<file path="config.mk">
export PLATFORM = sky130hd
export DESIGN_NAME = wb_commit_stage
export DESIGN_NICKNAME = d
export VERILOG_FILES = /design/src/rtl/wb_commit_stage_pkg.sv /design/src/rtl/wb_commit_stage_lane_picker.sv /design/src/rtl/wb_commit_stage.sv
export SDC_FILE = /design/constraint.sdc
export NUM_CORES = 1
export LEC_CHECK = 0
export BUFFER_PORTS_ARGS = -buffer_cell sky130_fd_sc_hd__buf_2
export CELL_PAD_IN_SITES_DETAIL_PLACEMENT = 0
export CELL_PAD_IN_SITES_GLOBAL_PLACEMENT = 2
export CORE_ASPECT_RATIO = 0.75
export CORE_UTILIZATION = 38
export CTS_BUF_LIST = sky130_fd_sc_hd__clkbuf_16
export DETAILED_ROUTE_END_ITERATION = 12
export PLACE_DENSITY_LB_ADDON = 0.08
export SETUP_SLACK_MARGIN = 0.02
export SYNTH_ARGS = -nofsm -noshare
export SYNTH_HDL_FRONTEND = slang
export SYNTH_SLANG_ARGS = --single-unit
</file>
<file path="constraint.sdc">
create_clock -name clk -period 13 [get_ports clk]
set_input_delay 1.3 -clock clk [delete_from_list [all_inputs] [get_ports clk]]
set_output_delay 1.3 -clock clk [all_outputs]
set_load 0.005 [all_outputs]
</file>
<file path="src/rtl/wb_commit_stage_pkg.sv">
// Shared definitions for the multi-lane writeback/commit stage: lane bus
// layout, field offsets, exception codes and a lane unpack helper.
package wb_commit_stage_pkg;

    localparam int WS_LANE_WD   = 113;

    localparam int PC_LSB       = 0;
    localparam int DEST_LSB     = 32;
    localparam int GR_WE_LSB    = 37;
    localparam int RESULT_LSB   = 41;
    localparam int EXC_BIT      = 73;
    localparam int EXCCODE_LSB  = 74;
    localparam int BD_BIT       = 79;
    localparam int BADVADDR_LSB = 80;
    localparam int ERET_BIT     = 112;

    localparam logic [4:0] EXC_INT  = 5'h00;
    localparam logic [4:0] EXC_ADEL = 5'h04;
    localparam logic [4:0] EXC_ADES = 5'h05;
    localparam logic [4:0] EXC_SYS  = 5'h08;
    localparam logic [4:0] EXC_BP   = 5'h09;
    localparam logic [4:0] EXC_RI   = 5'h0a;
    localparam logic [4:0] EXC_OV   = 5'h0c;

    typedef struct packed {
        logic        eret;
        logic [31:0] badvaddr;
        logic        bd;
        logic [4:0]  exccode;
        logic        exc;
        logic [31:0] result;
        logic [3:0]  gr_we;
        logic [4:0]  dest;
        logic [31:0] pc;
    } ws_lane_t;

    function automatic ws_lane_t unpack_lane(input logic [WS_LANE_WD-1:0] raw);
        ws_lane_t l;
        l.pc       = raw[PC_LSB +: 32];
        l.dest     = raw[DEST_LSB +: 5];
        l.gr_we    = raw[GR_WE_LSB +: 4];
        l.result   = raw[RESULT_LSB +: 32];
        l.exc      = raw[EXC_BIT];
        l.exccode  = raw[EXCCODE_LSB +: 5];
        l.bd       = raw[BD_BIT];
        l.badvaddr = raw[BADVADDR_LSB +: 32];
        l.eret     = raw[ERET_BIT];
        return l;
    endfunction

endpackage

</file>
<file path="src/rtl/wb_commit_stage_lane_picker.sv">
// In-order lane selection for the head bundle: hands out up to RF_PORTS
// valid lanes from index h, stops at the first exception/ERET lane, and
// reports where the next cycle resumes or whether the bundle is done.
module wb_lane_picker
    import wb_commit_stage_pkg::*;
#(
    parameter int LANES    = 2,
    parameter int RF_PORTS = 1,
    parameter int LIDX_W   = 1
) (
    input  logic                       head_valid,
    input  logic [LANES-1:0]           lane_valid,
    input  logic [LANES-1:0]           lane_event,
    input  logic [LIDX_W-1:0]          h,
    output logic [RF_PORTS-1:0]        port_valid,
    output logic [RF_PORTS*LIDX_W-1:0] port_lane,
    output logic                       event_valid,
    output logic [LIDX_W-1:0]          event_lane,
    output logic [LIDX_W-1:0]          next_h,
    output logic                       pop
);

    int   slots;
    logic stop;

    // Walk lanes oldest-first; a valid lane that finds no free port becomes the resume point.
    always_comb begin
        port_valid  = '0;
        port_lane   = '0;
        event_valid = 1'b0;
        event_lane  = '0;
        next_h      = '0;
        pop         = 1'b0;
        slots       = 0;
        stop        = 1'b0;
        if (head_valid) begin
            for (int i = 0; i < LANES; i++) begin
                if (!stop && (i >= int'(h)) && lane_valid[i]) begin
                    if (slots == RF_PORTS) begin
                        stop   = 1'b1;
                        next_h = LIDX_W'(i);
                    end else if (lane_event[i]) begin
                        stop        = 1'b1;
                        event_valid = 1'b1;
                        event_lane  = LIDX_W'(i);
                    end else begin
                        for (int p = 0; p < RF_PORTS; p++) begin
                            if (p == slots) begin
                                port_valid[p]                 = 1'b1;
                                port_lane[p*LIDX_W +: LIDX_W] = LIDX_W'(i);
                            end else begin
                                port_valid[p] = port_valid[p];
                            end
                        end
                        slots = slots + 1;
                    end
                end else begin
                    stop = stop;
                end
            end
            pop = !stop;
        end else begin
            pop = 1'b0;
        end
    end

endmodule

</file>
<file path="src/rtl/wb_commit_stage.sv">
// Multi-lane commit stage: buffers memory-stage bundles, retires lanes in
// program order through RF_PORTS register-file ports and raises precise
// exception/ERET requests toward CP0.
module wb_commit_stage
    import wb_commit_stage_pkg::*;
#(
    parameter int LANES    = 2,
    parameter int RF_PORTS = 1,
    parameter int DEPTH    = 2
) (
    input  logic                        clk,
    input  logic                        reset,
    input  logic                        flush,
    input  logic                        ms_to_ws_valid,
    input  logic [LANES-1:0]            ms_lane_valid,
    input  logic [LANES*WS_LANE_WD-1:0] ms_to_ws_bus,
    output logic                        ws_allowin,
    output logic [RF_PORTS*4-1:0]       rf_we,
    output logic [RF_PORTS*5-1:0]       rf_waddr,
    output logic [RF_PORTS*32-1:0]      rf_wdata,
    output logic [31:0]                 ws_pending_mask,
    output logic                        exc_req,
    output logic [31:0]                 exc_pc,
    output logic [31:0]                 exc_badvaddr,
    output logic                        exc_bd,
    output logic [4:0]                  exc_code,
    output logic                        eret_req,
    output logic                        send_flush,
    output logic [RF_PORTS*32-1:0]      debug_wb_pc,
    output logic [RF_PORTS*4-1:0]       debug_wb_rf_wen,
    output logic [RF_PORTS*5-1:0]       debug_wb_rf_wnum,
    output logic [RF_PORTS*32-1:0]      debug_wb_rf_wdata
);

    localparam int LIDX_W = (LANES > 1) ? $clog2(LANES) : 1;
    localparam int PTR_W  = $clog2(DEPTH);
    localparam int CNT_W  = PTR_W + 1;

    logic [LANES*WS_LANE_WD-1:0] buf_data   [DEPTH];
    logic [LANES-1:0]            buf_lvalid [DEPTH];
    logic [PTR_W-1:0]            head_ptr;
    logic [PTR_W-1:0]            tail_ptr;
    logic [CNT_W-1:0]            count;
    logic [LIDX_W-1:0]           h;

    ws_lane_t                    head_lane [LANES];
    logic [LANES-1:0]            head_event;
    logic                        non_empty;
    logic                        push;
    logic                        pop_now;
    logic                        fire;
    logic [PTR_W-1:0]            scan_idx;

    logic [RF_PORTS-1:0]         port_valid;
    logic [RF_PORTS*LIDX_W-1:0]  port_lane;
    logic                        event_valid;
    logic [LIDX_W-1:0]           event_lane;
    logic [LIDX_W-1:0]           next_h;
    logic                        pick_pop;

    assign non_empty  = (count != '0);
    assign ws_allowin = (count < CNT_W'(DEPTH));
    assign push       = ms_to_ws_valid & ws_allowin;
    assign pop_now    = non_empty & pick_pop;
    assign fire       = event_valid & ~flush;
    assign send_flush = exc_req | eret_req;

    assign debug_wb_rf_wen   = rf_we;
    assign debug_wb_rf_wnum  = rf_waddr;
    assign debug_wb_rf_wdata = rf_wdata;

    // Decode the lanes of the oldest buffered bundle.
    always_comb begin
        for (int l = 0; l < LANES; l++) begin
            head_lane[l]  = unpack_lane(buf_data[head_ptr][l*WS_LANE_WD +: WS_LANE_WD]);
            head_event[l] = head_lane[l].exc | head_lane[l].eret;
        end
    end

    wb_lane_picker #(
        .LANES    (LANES),
        .RF_PORTS (RF_PORTS),
        .LIDX_W   (LIDX_W)
    ) u_picker (
        .head_valid  (non_empty),
        .lane_valid  (buf_lvalid[head_ptr]),
        .lane_event  (head_event),
        .h           (h),
        .port_valid  (port_valid),
        .port_lane   (port_lane),
        .event_valid (event_valid),
        .event_lane  (event_lane),
        .next_h      (next_h),
        .pop         (pick_pop)
    );

    // Route picked lanes onto write ports and the exception lane onto the CP0 request; flush silences both.
    always_comb begin
        rf_we        = '0;
        rf_waddr     = '0;
        rf_wdata     = '0;
        debug_wb_pc  = '0;
        exc_req      = 1'b0;
        eret_req     = 1'b0;
        exc_pc       = 32'h0;
        exc_badvaddr = 32'h0;
        exc_bd       = 1'b0;
        exc_code     = 5'h0;
        for (int p = 0; p < RF_PORTS; p++) begin
            for (int l = 0; l < LANES; l++) begin
                if (port_valid[p] && !flush && (port_lane[p*LIDX_W +: LIDX_W] == LIDX_W'(l))) begin
                    rf_we[p*4 +: 4]        = head_lane[l].gr_we;
                    rf_waddr[p*5 +: 5]     = head_lane[l].dest;
                    rf_wdata[p*32 +: 32]   = head_lane[l].result;
                    debug_wb_pc[p*32 +: 32] = head_lane[l].pc;
                end else begin
                    rf_we = rf_we;
                end
            end
        end
        for (int l = 0; l < LANES; l++) begin
            if (fire && (event_lane == LIDX_W'(l))) begin
                exc_req      = head_lane[l].exc;
                eret_req     = ~head_lane[l].exc;
                exc_pc       = head_lane[l].pc;
                exc_badvaddr = head_lane[l].badvaddr;
                exc_bd       = head_lane[l].bd;
                exc_code     = head_lane[l].exccode;
            end else begin
                exc_req = exc_req;
            end
        end
    end

    // Scoreboard of destinations still owed by unretired lanes (head from h, plus all younger bundles).
    always_comb begin
        ws_pending_mask = 32'h0;
        scan_idx        = head_ptr;
        for (int j = 0; j < DEPTH; j++) begin
            scan_idx = head_ptr + PTR_W'(j);
            if (CNT_W'(j) < count) begin
                for (int l = 0; l < LANES; l++) begin
                    if (buf_lvalid[scan_idx][l] && ((j > 0) || (LIDX_W'(l) >= h)) &&
                        (buf_data[scan_idx][l*WS_LANE_WD + GR_WE_LSB +: 4] != 4'h0)) begin
                        ws_pending_mask[buf_data[scan_idx][l*WS_LANE_WD + DEST_LSB +: 5]] = 1'b1;
                    end else begin
                        ws_pending_mask = ws_pending_mask;
                    end
                end
            end else begin
                ws_pending_mask = ws_pending_mask;
            end
        end
        ws_pending_mask[0] = 1'b0;
    end

    // Buffer pointers, occupancy and head lane index; reset, flush and a committed exception empty the buffer.
    always_ff @(posedge clk) begin
        if (reset || flush || fire) begin
            head_ptr <= '0;
            tail_ptr <= '0;
            count    <= '0;
            h        <= '0;
        end else begin
            if (push) begin
                buf_data[tail_ptr]   <= ms_to_ws_bus;
                buf_lvalid[tail_ptr] <= ms_lane_valid;
                tail_ptr             <= tail_ptr + PTR_W'(1);
            end else begin
                tail_ptr <= tail_ptr;
            end
            if (pop_now) begin
                head_ptr <= head_ptr + PTR_W'(1);
                h        <= '0;
            end else if (non_empty) begin
                h <= next_h;
            end else begin
                h <= h;
            end
            count <= count + CNT_W'(push) - CNT_W'(pop_now);
        end
    end

endmodule

</file>
==> summary.md <==
| Metric | Value |
|---|---|
| Share of the synthesized area in the top cell type | between 70% and 80% |
| Worst path max stage delay | around 0.94 ns |
| Ys Warns | 0 |
| Placed insts | 2,209 |
| Final setup violation count | 0 |
| Post-detail-place hpwl | ~34,000 um |
| Critical path fanouts, max | approximately 140 |
| Maxcap violations | 0 |
| Final hold slack | 0.595 ns |
| Setup TNS | 0 ns |
| Crit start category | register |
| Post-CTS setup repair buffer count | 0 |
| WL final | 50,000 um |
| RePlAce Congestion | approximately 0.81 |
| Height of the die | a little under 200 um |
| Post-DRT Antenna Nets | 0 |
| Initial antenna violation count | 27 |
| Max Clock Freq | about 180 MHz |
| Commonest cells post-synth | 456 x edfxtp_1, 226 x mux2i_1, 146 x o22ai_1, 45 x buf_4 |
| Top cells by area, synth | edfxtp_1 71%, mux2i_1 12%, o22ai_1 4.7% |
| Lkg Pwr | ~8 nW |
| Slew margin rel. | between 10% and 20% |
| Worst Path Arrival | around 4.4 ns |
| CTS Buf Count | 46 |
| Die width | ~260 um |
| Fraction of layout instances using a drive strength above 1 | 33.8% |
| Peak VDD IR | approximately 0.097 mV |
| Clock Tree Buf Depth | 3 |
| CTS Sinks | between 400 and 500 |
| Prevailing post-synth register cell | edfxtp_1 |
| GRT overflow | 0 |
| Worst-Margin Slew | roughly 1.2 ns |
| Cell Pwr Density | about 130 nW/um^2 |
| Cell row count | 71 |
| Critical path required time | roughly 12 ns |
| Synth async-reset ratio | 0% |
| Clock skew | 0.0235 ns |
| # nets final | ~1,800 |
| Hold_sp | tail_ptr |
| Tmin final | about 5.7 ns |
| CTS clk-pin slew, worst paths | 0.06 ns |
| WS Path Type | reg2out |
| Synthesized area | 19,400 sq um |
| GRT Resource Usage Total | 18.5% |
| Vias in the first global route | 11,600 |
| Wire per inst | 21.7 um |
| Worst R2R End | buf_data[0][112] |
| Worst Hold End | tail_ptr |
| Cts hold-fix bufs | 0 |
| Syn Inst Count | 1,196 |
| Largest net degree at the start of global routing | approximately 170 |
| Final Cycle Share | 43.9% |
| Total die area | around 52,000 sq um |
| Number of top-level pins | around 450 |
| Endpoints failing hold | 0 |
| Vias per cell | approximately 5.2 |
| Core area | 50,300 sq um |
| Mean Syn Cell Area | 16.2 sq um |
| Clock tree root buffer cell | clkbuf_16 |
| Max stage delay cell, worst path | dfxtp_4 |
| Initial Util | between 30% and 40% |
| Synth area leader | edfxtp_1 |
| Top delay family on crit path | buffers and inverters |
| Post-synthesis sequential area ratio | roughly 71% |
| Core Util, Final | a little under half |
| Hold path cells | 2 |
| Worst-path cell chain | buf_12 > mux2i_1 > nor2_1 > nor4_4 > nand2_2 > buf_4 > o22ai_1 > buf_2 |
| Hold Crit Class | reg2reg |
| RSZ-0062 raised after global routing | no |
| Fin. max-slew vios | 0 |
| DR DRC count | 0 |
| Most frequent cell after synthesis | edfxtp_1 |
| Post_cts resized | 0 |
| Post-synth EDFFs | around 460 |
| Synth Net Count | between 1,000 and 1,500 |
| R2R cell count | 7 |
| Drt pass-1 iters | 5 |
| DRT iter0 DRCs | about 760 |
| CTS H-tree lvls | 2 |
| Post-synth cell types | just under 60 |
| DR vias | approximately 12,000 |
| Cell Count, Final, Fillers Out | approximately 2,300 |
| P&R area growth vs syn | 20.9% |
| TritonCTS clock tree | built |
| Reg-to-reg slack, setup | slightly above 8 ns |
| Crit end category | primary output |
| Port buffer count | 450 |
| Number of synthesized register bits | 462 |
| Clock latency on the worst-skew pair | 0.55 ns |
| Worst path bufs/invs | 3 |
| First-pass GRT wire length | 71,600 um |
| Status | finished clean |
[placed cells by master (no fill, tap or decap), drive strengths merged, types with 22 or more instances in the layout]
master / count
buf: 465
edfxtp: 456
mux2i: 230
o22ai: 146
clkbuf: 46
nor2: 35
a22oi: 28
nand2: 28
inv: 25
o221ai: 22
[per-stage QoR]
stage	total power, mW	instance area, sq um	worst slack, ns
after CTS	3.10	23400	7.25
after global routing	3.17	23400	6.95
after global placement	1.86	22000	7.98
after floorplan	1.79	19400	0.946
after detailed placement	1.86	22000	7.85
final	3.06	23400	7.29
[worst reg2reg max path, delay by kind of cell (launching register included)]
kind,cells,cell delay [ns]
compound gates,1,0.40
mux,2,0.87
buf+inv,2,1.30
flops,1,0.94
simple gates,2,0.68
[per-layer routing]
metal / vias up / track usage (%) / routed length, um
li1: 5645 / - / -
met5: - / 0 / 184
met4: 28 / 5.69 / 1160
met3: 95 / 5.11 / 3520
met2: 382 / 30.0 / 24200
met1: 5911 / 24.1 / 21000
[how the worst max path moves through the flow]
stage                             endpoint  slack [ns]  cells past startpoint
after global routing      exc_badvaddr[15]        6.95                      8
final                     exc_badvaddr[15]        7.29                      8
after detailed placement           exc_req        7.85                      8
after CTS                 exc_badvaddr[15]        7.25                      8
after floorplan             buf_data[1][0]        0.95                      3
after global placement          exc_pc[31]        7.98                      8
[flip-flops by register name (all words and copies together) (netlist names), named ones only]
register	count
h	1
count	2
head_ptr	1
buf_data	452
buf_lvalid	4
tail_ptr	1
[layout make-up]
type | instances | area [sq um]
Fill cell | 4525 | 26800
Antenna cell | 14 | 35.0
Multi-Input combinational cell | 616 | 4940
Tap cell | 657 | 822
Sequential cell | 462 | 13800
Timing Repair Buffer | 465 | 2400
Inverter | 9 | 33.8
Clock buffer | 46 | 1150
Clock inverter | 36 | 238
[power breakdown]
group / internal [mW] / leakage (nW) / total, mW / switching (mW)
Clock: 0.699 / 0.739 / 1.23 / 0.530
Combinational: 0.0594 / 3.28 / 0.148 / 0.0885
Sequential: 1.67 / 4.19 / 1.68 / 0.00992
[kinds of logic (layout without fill, tap and decap cells)]
| group | after synthesis | count (layout) | share of synthesized area, % |
|---|---|---|---|
| AO/OA/AOI/OAI | 246 | 246 | 8.83 |
| XOR/XNOR | 4 | 4 | 0.181 |
| adder cells (fa/ha/maj) | 2 | 2 | 0.129 |
| buffers and inverters | 118 | 556 | 3.45 |
| flip-flops | 462 | 462 | 71.3 |
| multiplexers | 233 | 233 | 12.2 |
| other | 1 | 15 | 0.0194 |
| AND/OR/NAND/NOR | 130 | 130 | 3.94 |
No activity file was read; power rests on OpenSTA's default activity.
